`config.mk`:
```
export PLATFORM = sky130hd
export DESIGN_NAME = program_sequencer_flat
export DESIGN_NICKNAME = d
export VERILOG_FILES = /design/src/rtl/program_sequencer_pkg.sv /design/src/rtl/program_sequencer_if.sv /design/src/rtl/program_sequencer_reset_sync.sv /design/src/rtl/program_sequencer.sv /design/src/flat_wrapper.sv
export SDC_FILE = /design/constraint.sdc
export NUM_CORES = 1
export LEC_CHECK = 0
export ABC_AREA = 1
export CORE_UTILIZATION = 48
export CTS_CLUSTER_DIAMETER = 100
export DETAILED_ROUTE_END_ITERATION = 10
export PLACE_DENSITY = 0.85
export SLEW_MARGIN = 20
export SYNTH_ARGS = -nofsm -noshare
export SYNTH_HDL_FRONTEND = slang
export SYNTH_SLANG_ARGS = --single-unit
```
`constraint.sdc`:
```
create_clock -name clk -period 3.35 [get_ports clk]
set_clock_uncertainty 0.05 [all_clocks]
set_input_delay 0.67 -clock clk [delete_from_list [all_inputs] [get_ports clk]]
set_output_delay 0.67 -clock clk [all_outputs]
set_load 0.02 [all_outputs]
```
`src/rtl/program_sequencer_pkg.sv`:
```
// Shared types and constants for the program sequencer (fetch side of the 8-bit CPU).
package ps_pkg;

  typedef enum logic [2:0] {
    RST   = 3'd0,
    REQ   = 3'd1,
    ISSUE = 3'd2,
    EXEC  = 3'd3,
    RETRY = 3'd4
  } ps_state_t;

  localparam logic [7:0] BUBBLE_DEFAULT = 8'hC8;
  localparam int         PC_W           = 8;
  localparam int         CNT_W          = 4;

  // A jump keeps the current 16-byte page and replaces only the low nibble.
  function automatic logic [PC_W-1:0] jump_target(input logic [PC_W-1:0] pc_cur,
                                                  input logic [3:0]      nibble);
    return {pc_cur[PC_W-1:4], nibble};
  endfunction

endpackage

```
`src/rtl/program_sequencer_if.sv`:
```
// Program memory read bus: level request held until the memory answers with ready.
interface program_sequencer_if;
  import ps_pkg::*;

  logic [PC_W-1:0] pm_addr;
  logic            pm_rd;
  logic            pm_ready;
  logic [7:0]      pm_data;

  modport master (output pm_addr, output pm_rd, input pm_ready, input pm_data);
  modport slave  (input pm_addr, input pm_rd, output pm_ready, output pm_data);

endinterface

```
`src/rtl/program_sequencer_reset_sync.sv`:
```
// Two-flop reset synchroniser: asserts immediately with the system reset, releases
// on the second rising clock edge after it falls.
module reset_sync (
  input  logic clk,
  input  logic reset,
  output logic sync_reset
);

  logic [1:0] sync_q;
  logic [1:0] sync_d;

  always_comb begin
    sync_d = {sync_q[0], 1'b0};
  end

  always_ff @(posedge clk or posedge reset) begin
    if (reset) begin
      sync_q <= 2'b11;
    end else begin
      sync_q <= sync_d;
    end
  end

  assign sync_reset = sync_q[1];

endmodule

```
`src/rtl/program_sequencer.sv`:
```
// Fetch unit: owns the PC, reads program bytes over the ready handshake, issues each
// byte to the decoder for one clock and resolves jmp / jmp_nz in the EXEC slot.
module program_sequencer
  import ps_pkg::*;
#(
  parameter logic [7:0] BUBBLE     = BUBBLE_DEFAULT,
  parameter int         WAIT_LIMIT = 15
) (
  input  logic                 clk,
  input  logic                 reset,
  input  logic                 jmp,
  input  logic                 jmp_nz,
  input  logic                 dont_jmp,
  input  logic [3:0]           ir_nibble,
  program_sequencer_if.master  pm,
  output logic [7:0]           next_instr,
  output logic                 instr_valid,
  output logic                 sync_reset,
  output logic [PC_W-1:0]      pc,
  output logic [PC_W-1:0]      from_PS,
  output logic                 fetch_err
);

  localparam logic [CNT_W-1:0] WAIT_LIMIT_C = CNT_W'(WAIT_LIMIT);

  ps_state_t        state_q, state_d;
  logic [PC_W-1:0]  pc_q, pc_d;
  logic [CNT_W-1:0] wait_cnt_q, wait_cnt_d;
  logic [CNT_W-1:0] wait_cnt_inc;
  logic [7:0]       next_instr_q, next_instr_d;
  logic             instr_valid_q, instr_valid_d;
  logic             fetch_err_q, fetch_err_d;
  logic             pm_rd_c;
  logic             take_jump;

  reset_sync u_reset_sync (
    .clk        (clk),
    .reset      (reset),
    .sync_reset (sync_reset)
  );

  assign wait_cnt_inc = wait_cnt_q + CNT_W'(1);
  assign take_jump    = jmp || (jmp_nz && !dont_jmp);

  always_comb begin
    state_d       = state_q;
    pc_d          = pc_q;
    wait_cnt_d    = wait_cnt_q;
    next_instr_d  = next_instr_q;
    instr_valid_d = instr_valid_q;
    fetch_err_d   = fetch_err_q;
    pm_rd_c       = 1'b0;

    case (state_q)
      RST: begin
        if (!sync_reset) begin
          state_d = REQ;
        end
      end

      REQ: begin
        pm_rd_c = 1'b1;
        if (pm.pm_ready) begin
          next_instr_d  = pm.pm_data;
          instr_valid_d = 1'b1;
          wait_cnt_d    = '0;
          state_d       = ISSUE;
        end else if (wait_cnt_inc == WAIT_LIMIT_C) begin
          // Give up on this attempt: flag it, drop the request for a cycle, retry.
          fetch_err_d = 1'b1;
          wait_cnt_d  = '0;
          state_d     = RETRY;
        end else begin
          wait_cnt_d = wait_cnt_inc;
        end
      end

      ISSUE: begin
        next_instr_d  = BUBBLE;
        instr_valid_d = 1'b0;
        state_d       = EXEC;
      end

      EXEC: begin
        if (take_jump) begin
          pc_d = jump_target(pc_q, ir_nibble);
        end else begin
          pc_d = pc_q + PC_W'(1);
        end
        state_d = REQ;
      end

      RETRY: begin
        state_d = REQ;
      end

      default: begin
        state_d = RST;
      end
    endcase
  end

  always_ff @(posedge clk or posedge reset) begin
    if (reset) begin
      state_q       <= RST;
      pc_q          <= '0;
      wait_cnt_q    <= '0;
      next_instr_q  <= BUBBLE;
      instr_valid_q <= 1'b0;
      fetch_err_q   <= 1'b0;
    end else begin
      state_q       <= state_d;
      pc_q          <= pc_d;
      wait_cnt_q    <= wait_cnt_d;
      next_instr_q  <= next_instr_d;
      instr_valid_q <= instr_valid_d;
      fetch_err_q   <= fetch_err_d;
    end
  end

  assign pm.pm_addr  = pc_q;
  assign pm.pm_rd    = pm_rd_c;
  assign pc          = pc_q;
  assign from_PS     = pc_q;
  assign next_instr  = next_instr_q;
  assign instr_valid = instr_valid_q;
  assign fetch_err   = fetch_err_q;

endmodule

```
`src/flat_wrapper.sv`:
```
// flat-port wrapper written by rule: the top's interface ports become plain ports
module program_sequencer_flat import ps_pkg::*;
#(
  parameter logic [7:0] BUBBLE     = BUBBLE_DEFAULT,
  parameter int         WAIT_LIMIT = 15
)
  (clk, reset, jmp, jmp_nz, dont_jmp, ir_nibble, next_instr, instr_valid, sync_reset, pc, from_PS, fetch_err, pm_pm_addr, pm_pm_rd, pm_pm_ready, pm_pm_data);
  program_sequencer_if pm_i ();
  input  logic clk;
  input  logic reset;
  input  logic jmp;
  input  logic jmp_nz;
  input  logic dont_jmp;
  input  logic [3:0] ir_nibble;
  output logic [7:0] next_instr;
  output logic instr_valid;
  output logic sync_reset;
  output logic [PC_W-1:0] pc;
  output logic [PC_W-1:0] from_PS;
  output logic fetch_err;
  output wire logic [$bits(pm_i.pm_addr)-1:0] pm_pm_addr;
  output wire logic [$bits(pm_i.pm_rd)-1:0] pm_pm_rd;
  input wire logic [$bits(pm_i.pm_ready)-1:0] pm_pm_ready;
  input wire logic [$bits(pm_i.pm_data)-1:0] pm_pm_data;
  assign pm_pm_addr = pm_i.pm_addr;
  assign pm_pm_rd = pm_i.pm_rd;
  assign pm_i.pm_ready = pm_pm_ready;
  assign pm_i.pm_data = pm_pm_data;
  program_sequencer #(.BUBBLE(BUBBLE), .WAIT_LIMIT(WAIT_LIMIT)) u_core (.clk(clk), .reset(reset), .jmp(jmp), .jmp_nz(jmp_nz), .dont_jmp(dont_jmp), .ir_nibble(ir_nibble), .pm(pm_i), .next_instr(next_instr), .instr_valid(instr_valid), .sync_reset(sync_reset), .pc(pc), .from_PS(from_PS), .fetch_err(fetch_err));
endmodule
```
Word-level counts from Yosys, hierarchy flattened
Cells that the tools add are included.

storage, ports and cells
  flip-flop bits (word level) = 27
  input bits = 18
  word-level logic and storage cells = 42

operators by class
  $add $sub $neg = 2
  equal/unequal tests = 8
  mux-type cells = 12
  bitwise gates (word level) = 2
  reduce and logical (&&, ||, !) cells = 10

operators by type and width
  operator               count
  $pmux W8 S2            1
  $mux W4                3
  $pmux W3 S4            1
  $mux W3                3
  $add A8 B1 Y8 const B  1
  $mux W8                1
  $eq A3 B2 Y1 const B   2
  $reduce_and A2 Y1      3
  $add A4 B1 Y4 const B  1
  $eq A4 B4 Y1 const B   1
  $ne A2 B2 Y1 const B   2
  $eq A3 B1 Y1 const B   1
  $eq A3 B3 Y1 const B   1
  $logic_not A3 Y1       1
  $ne A3 B2 Y1 const B   1
  $reduce_and A3 Y1      1
  $mux W1                2
  $not A1 Y1             2
  $pmux W1 S2            1
  $reduce_bool A2 Y1     1
  $reduce_or A2 Y1       1
  $logic_and A1 B1 Y1    1
  $logic_not A1 Y1       1
  $logic_or A1 B1 Y1     1

Longest topological paths before layout
Gate-level depths: netlist of run 1.

  depth in word-level cells = 5
  mapped depth = 8
  depth with buffers taken out = 8

Hierarchy
Synthesis of run 1 repeated with hierarchy kept, for this count alone.

unflattened totals
  cell total of the unflattened synthesis = 194
  area total of the unflattened synthesis = 1515.2 µm²

by module, submodules not included
  module             times used  cells an instance  area each (µm²)  sequential area each (µm²)
  program_sequencer  1           190                1455.1           629.4
  reset_sync         1           4                  60.1             52.6

Least setup slack after synthesis of run 1
OpenSTA, ideal clock, no wires.

  kind = register to output
  start point = reg u_core.state_q[1]
  end point = out pm_pm_rd
  arrival time = 755 ps
  required time = 2630 ps
  path slack = 1875 ps
  stages on the path, launching flop included = 2
  buffers on the path = 0
  path through = dfrtp_1 > nor3_4

on the way
  longest elaborated chain between the ends = 2

RTL lines
  what                      line                      source
  start: declaration        program_sequencer.sv:26   ps_state_t state_q, state_d;
  start signal: assignment  program_sequencer.sv:112  state_q <= state_d;
  $eq A3 B1 Y1              program_sequencer.sv:54   case (state_q)
  $mux W1                   program_sequencer.sv:54
  end: declaration          flat_wrapper.sv:22        output wire logic [$bits(pm_i.pm_rd)-1:0] pm_pm_rd;

Every way passes these cells.

Worst setup path in the final report of run 1
  start point = reg u_core.state_q[2]
  end point = out pm_pm_rd

The elaborated chain is that of the path after synthesis.

==> metrics.csv, run 1 <==
metric;value;unit
status;finished, violations left;
failing checks;DRC;
cell area after synthesis;1520;um^2
CTS tree;done;
worst hold slack;0.319;ns
row cnt;20;
Synth area leader;dfrtp_1;
share of cells above drive strength 1;0.0924;
DR vias;1267;
hold_buf cts;0;
worst reg2reg path depth;7;
WP buf/inv;1;
post-route DRC violation count;1;
total wire length;2.87;mm
nets;260;
Max stage delay on crit path;0.63;ns
Starting DRT DRC Count;39;
simple-gate area share of the yosys netlist;0.334;
met3 wire length;165;um
Crit. End Element;output port;
Post-Syn Area per Cell;7.75;um^2
multiplexer share of the synthesized area;0;
Avg WL per Cell;10.2;um
CP top delay family;buffers and inverters;
synth top area cells;dfrtp_1 (36%), nand2_1 (17%), dfstp_2 (8.6%);
final period utilization;0.716;
vias in the first global route;1135;
Chip Height;58.3;um
#FFs+latches synth;27;
CP arrival;1.68;ns
worst slew pin tran;0.954;ns
synth warn;0;
hold path cells;0;
count of final setup violators;0;
Synth Area in Adders;0.0247;
min-delay src;u_core.u_reset_sync.sync_q[0];
post-route cell area;2020;um^2
total I/O pin count;54;
slew margin rel.;0.363;
hpwl dp;2.24;mm
highest routed layer;met4;
deepest clock path buffer count;2;
Total Routing Usage GR;0.185;
RSZ-0062 raised after global routing;no;
Cells after Synth;196;
Reg clk slew, reported paths;0.13;ns
worst-path fanout max;4;
Clock Latency Late Sink;0.31;ns
Ant. Diodes;0;
Hold Vio Cnt, Final;0;
Final GP Congestion;0.824;
post-CTS sizing;0;
H-tree depth;1;
antenna violations before repair;0;
syn_nets;217;
# clock sinks;27;
placed cell area;1990;um^2
startpoint types;flop;
total CTS buffers;3;
critical path depth;2;
wl on met1;1.33;mm
fmax;417;MHz
Pwr per Cell Area;829;nW/um^2
CTS Root Buffer Type;clkbuf_4;
worst path required time;2.63;ns
maxcap violations;0;
Routed Antenna Nets;0;
largest family of logic cells by synthesized area;simple AND/OR/NAND/NOR gates;
drt first pass iters;7;
Post-Synth XOR/XNOR Area;0.0115;
Seq/Total Area, Yosys;0.449;
die width;58.3;um
largest net degree at the start of global routing;27;
Final Power;1.67;mW
core area;3030;um^2
Pins Over Slew Limit;0;
VDD IR max;0.000411;V
Initial Util;0.502;
Hold/Removal Path Class;reg -> reg;
Tmin final;2.40;ns
TNS Setup;0;ns
WL met2;1.34;mm
CP max-delay cell;clkdlybuf4s50_1;
Worst R2R Start;u_core.wait_cnt_q[0];
complex-gate fraction of the synthesized area;0.0346;
Yosys top cell area share;0.362;
crit path cell chain;nor3_4 > clkdlybuf4s50_1;
crit path launch;u_core.state_q[2];
most common cell after layout, fill and taps aside;nand2_1;
setup bufs post-CTS;0;
vias per cell;4.49;
WS Path Type;reg -> out;
Syn-to-layout area delta;32.9;%
die area;3390;um^2
synth unique cells;23;
GR Overflow Total;0;
Pleak;0.980;nW
first-pass GRT wire length;4.84;mm
Port Buf Inserts;53;
most frequent cells in the layout;nand2_1 (70), clkdlybuf4s50_1 (53), inv_1 (24);
## path summary, 6_finish.rpt
check / endpoint / slack [ns]
hold / removal: u_core.u_reset_sync.sync_q[1] / 0.32
min in group asynchronous: u_core.from_PS[7] / 0.80
max in group asynchronous: u_core.u_reset_sync.sync_q[0] / 1.76
setup / recovery: pm_pm_rd / 0.95
hold reg to reg: u_core.u_reset_sync.sync_q[1] / 0.32
setup reg to reg: u_core.state_q[0] / 1.96
## power breakdown
group	switching, mW	internal (mW)	total (mW)
combinational	0.532	0.426	0.958
clock	0.0880	0.0465	0.135
sequential	0.131	0.450	0.580
total	0.750	0.922	1.67
## metrics by stage
step           worst slack, ns  instances  utilization
2_1_floorplan             1.88        196            -
3_3_place_gp              1.34        278        0.658
3_5_place_dp              1.31        278        0.658
4_1_cts                  0.936        282        0.667
5_1_grt                  0.884        282        0.667
6_report                 0.951        282        0.667
## layer usage
metal,GRT usage,vias to the layer above
met5,0,-
li1,-,665
met4,0.0578,0
met3,0.0357,6
met2,0.327,48
met1,0.227,548
## state kept, by name (all words and copies together), names as in the netlist
| name | cells |
|---|---|
| u_core.state_q | 3 |
| u_core.fetch_err | 1 |
| u_core.next_instr | 8 |
| u_core.u_reset_sync.sync_q | 2 |
| u_core.from_PS | 8 |
| u_core.instr_valid | 1 |
| u_core.wait_cnt_q | 4 |
## worst reg2reg max path, delay by kind of cell (launching register included)
kind,cells,cell delay [ns]
compound gates,1,0.09
flops,1,0.46
fa+ha+maj,1,0.23
simple gates,5,0.45
## cells in the mapped netlist (all sizes together)
cell type  count
nand2         75
inv           26
dfrtp         22
nor2          20
buf           16
nand3         10
o21ai          6
dfstp          5
a21oi          3
ha             3
nand4          3
and3b          1
conb           1
nand3b         1
nor3           1
o21bai         1
xnor2          1
xor2           1
## final cells by class
| cell class | count | area (um^2) |
|---|---|---|
| fillers | 254 | 1010 |
| flip-flops and latches | 27 | 682 |
| multi-input cells | 127 | 619 |
| repair buffers | 54 | 538 |
| inverters | 26 | 97.6 |
| well taps | 44 | 55.1 |
| clock buffers | 4 | 26.3 |
## cells by family after synthesis
group                      Yosys count
buffers and inverters               42
DFF                                 27
other                                1
AOI/OAI and AO/OA                   10
and+or+nand+nor                    111
adders and majority gates            3
xor gates and xnor gates             2
Power figures use the tool's default switching activity.
==> run 2: changes to the inputs <==
--- a/config.mk
+++ b/config.mk
@@ -6,10 +6,10 @@
 export NUM_CORES = 1
 export LEC_CHECK = 0
 export ABC_AREA = 1
-export CORE_UTILIZATION = 48
+export CORE_UTILIZATION = 40
 export CTS_CLUSTER_DIAMETER = 100
 export DETAILED_ROUTE_END_ITERATION = 10
-export PLACE_DENSITY = 0.85
+export PLACE_DENSITY = 0.75
 export SLEW_MARGIN = 20
 export SYNTH_ARGS = -nofsm -noshare
 export SYNTH_HDL_FRONTEND = slang
==> constraint.sdc (replaced) <==
create_clock -name clk -period 2 [get_ports clk]
set_clock_uncertainty 0.05 [all_clocks]
set_input_delay 0.4 -clock clk [delete_from_list [all_inputs] [get_ports clk]]
set_output_delay 0.4 -clock clk [all_outputs]
set_load 0.02 [all_outputs]
==> run 2 against run 1 <==
  * The flow now finishes without violations
  * Combinational power is 65% higher
  * Non-clock buffer count is the same
  * Total power rose by 71%
  * Wire length down 0.28%
  * Via count up 1.1%
  * Clock-buffer cell count is 1 lower
  * First-iteration DRC count rose by 28%
  * Core utilization is 11 points lower
  * Register-to-register slack worse by 1.3 ns
  * Largest power group unchanged
  * Critical path type unchanged
  * Sequential cell count is the same
  * Critical endpoint is now pc[2]
  * Sequential share of layout area shrank 0.39 points
==> metrics.csv, run 2 (synthesis results as in run 1) <==
metric;value;unit
status;completed;
CP arrival;1.44;ns
Total Routing Usage GR;0.152;
RSZ-0062 raised after global routing;no;
Worst R2R Start;u_core.wait_cnt_q[0];
total wire length;2.86;mm
Max stage delay on crit path;0.66;ns
setup bufs post-CTS;0;
Initial Util;0.415;
Pleak;0.993;nW
hold path cells;0;
crit path cell chain;clkdlybuf4s50_1;
fmax;528;MHz
post-route DRC violation count;0;
die width;63.6;um
largest net degree at the start of global routing;28;
Placement Setup Slack;0.230;ns
first-pass GRT wire length;4.95;mm
maxcap violations;0;
final period utilization;0.947;
CP max-delay cell;clkdlybuf4s50_1;
Port Buf Inserts;53;
most frequent cells in the layout;nand2_1 (70), clkdlybuf4s50_1 (52), inv_1 (24);
Hold/Removal Path Class;reg -> reg;
Final GP Congestion;0.748;
Finished Core Util;0.558;
# clock sinks;27;
R2R setup slack;0.65;ns
worst hold slack;0.313;ns
Reg clk slew, reported paths;0.08;ns
antenna violations before repair;0;
crit path launch;u_core.from_PS[2];
min-delay src;u_core.u_reset_sync.sync_q[0];
total CTS buffers;3;
startpoint types;flop;
placed cell count;282;
Syn-to-layout area delta;34.4;%
Clock Latency Late Sink;0.27;ns
placed cell area;2000;um^2
Starting DRT DRC Count;50;
worst-path fanout max;8;
CTS tree;done;
CTS Root Buffer Type;clkbuf_8;
Pwr per Cell Area;1400;nW/um^2
drt first pass iters;4;
hold_buf cts;0;
worst reg2reg path depth;7;
WP buf/inv;1;
critical path depth;1;
die area;4050;um^2
Chip Height;63.6;um
core area;3660;um^2
post-route cell area;2040;um^2
nets;260;
total I/O pin count;54;
fin cells;286;
Final Power;2.86;mW
Crit. End Element;output port;
VDD IR max;0.000603;V
vias in the first global route;1175;
Ant. Diodes;0;
H-tree depth;1;
Avg WL per Cell;10.0;um
deepest clock path buffer count;2;
DR vias;1281;
count of final setup violators;0;
worst path required time;1.55;ns
WS Path Type;reg -> out;
# fillers;333;
Tmin final;1.89;ns
row cnt;22;
final worst slack;0.105;ns
GR Overflow Total;0;
most common cell after layout, fill and taps aside;nand2_1;
Routed Antenna Nets;0;
vias per cell;4.48;
hpwl dp;2.19;mm
TNS Setup;0;ns
Hold Vio Cnt, Final;0;
share of cells above drive strength 1;0.0966;
Pins Over Slew Limit;0;
CP top delay family;buffers and inverters;
## run 2: report_power, final
part           internal (mW)  switching (mW)  leakage [nW]
logic                  0.705           0.879         0.634
clock network          0.140           0.164        0.0255
registers              0.754           0.221         0.333
## run 2: final cells by class
cell class,instances,area (um^2),share of cell area
timing repair buffer,54,537,0.263
tap,48,60.1,0.0294
clock inverter,1,5.00,0.00245
inverter,26,97.6,0.0478
multi-input combinational,127,619,0.303
clock buffer,3,41.3,0.0202
sequential,27,682,0.334
## run 2: final timing paths
| check | to |
|---|---|
| max | pc[2] |
| min | u_core.u_reset_sync.sync_q[1] |
| max reg2reg | u_core.state_q[0] |
| min reg2reg | u_core.u_reset_sync.sync_q[1] |
| max in group asynchronous | u_core.u_reset_sync.sync_q[0] |
| min in group asynchronous | u_core.from_PS[6] |
## run 2: layer usage
layer / global-route usage / vias up / routed length [um]
met2: 0.270 / 42 / 1350
met3: 0.0272 / 2 / 156
li1: - / 666 / -
met1: 0.186 / 571 / 1330
met4: 0.0426 / 0 / 24
met5: 0 / - / 0
## run 2: timing repair
action                                  4_1_cts  5_1_grt
gates resized for setup                       1        0
endpoints found under the hold margin         0        0
endpoints found under the setup margin        1        0
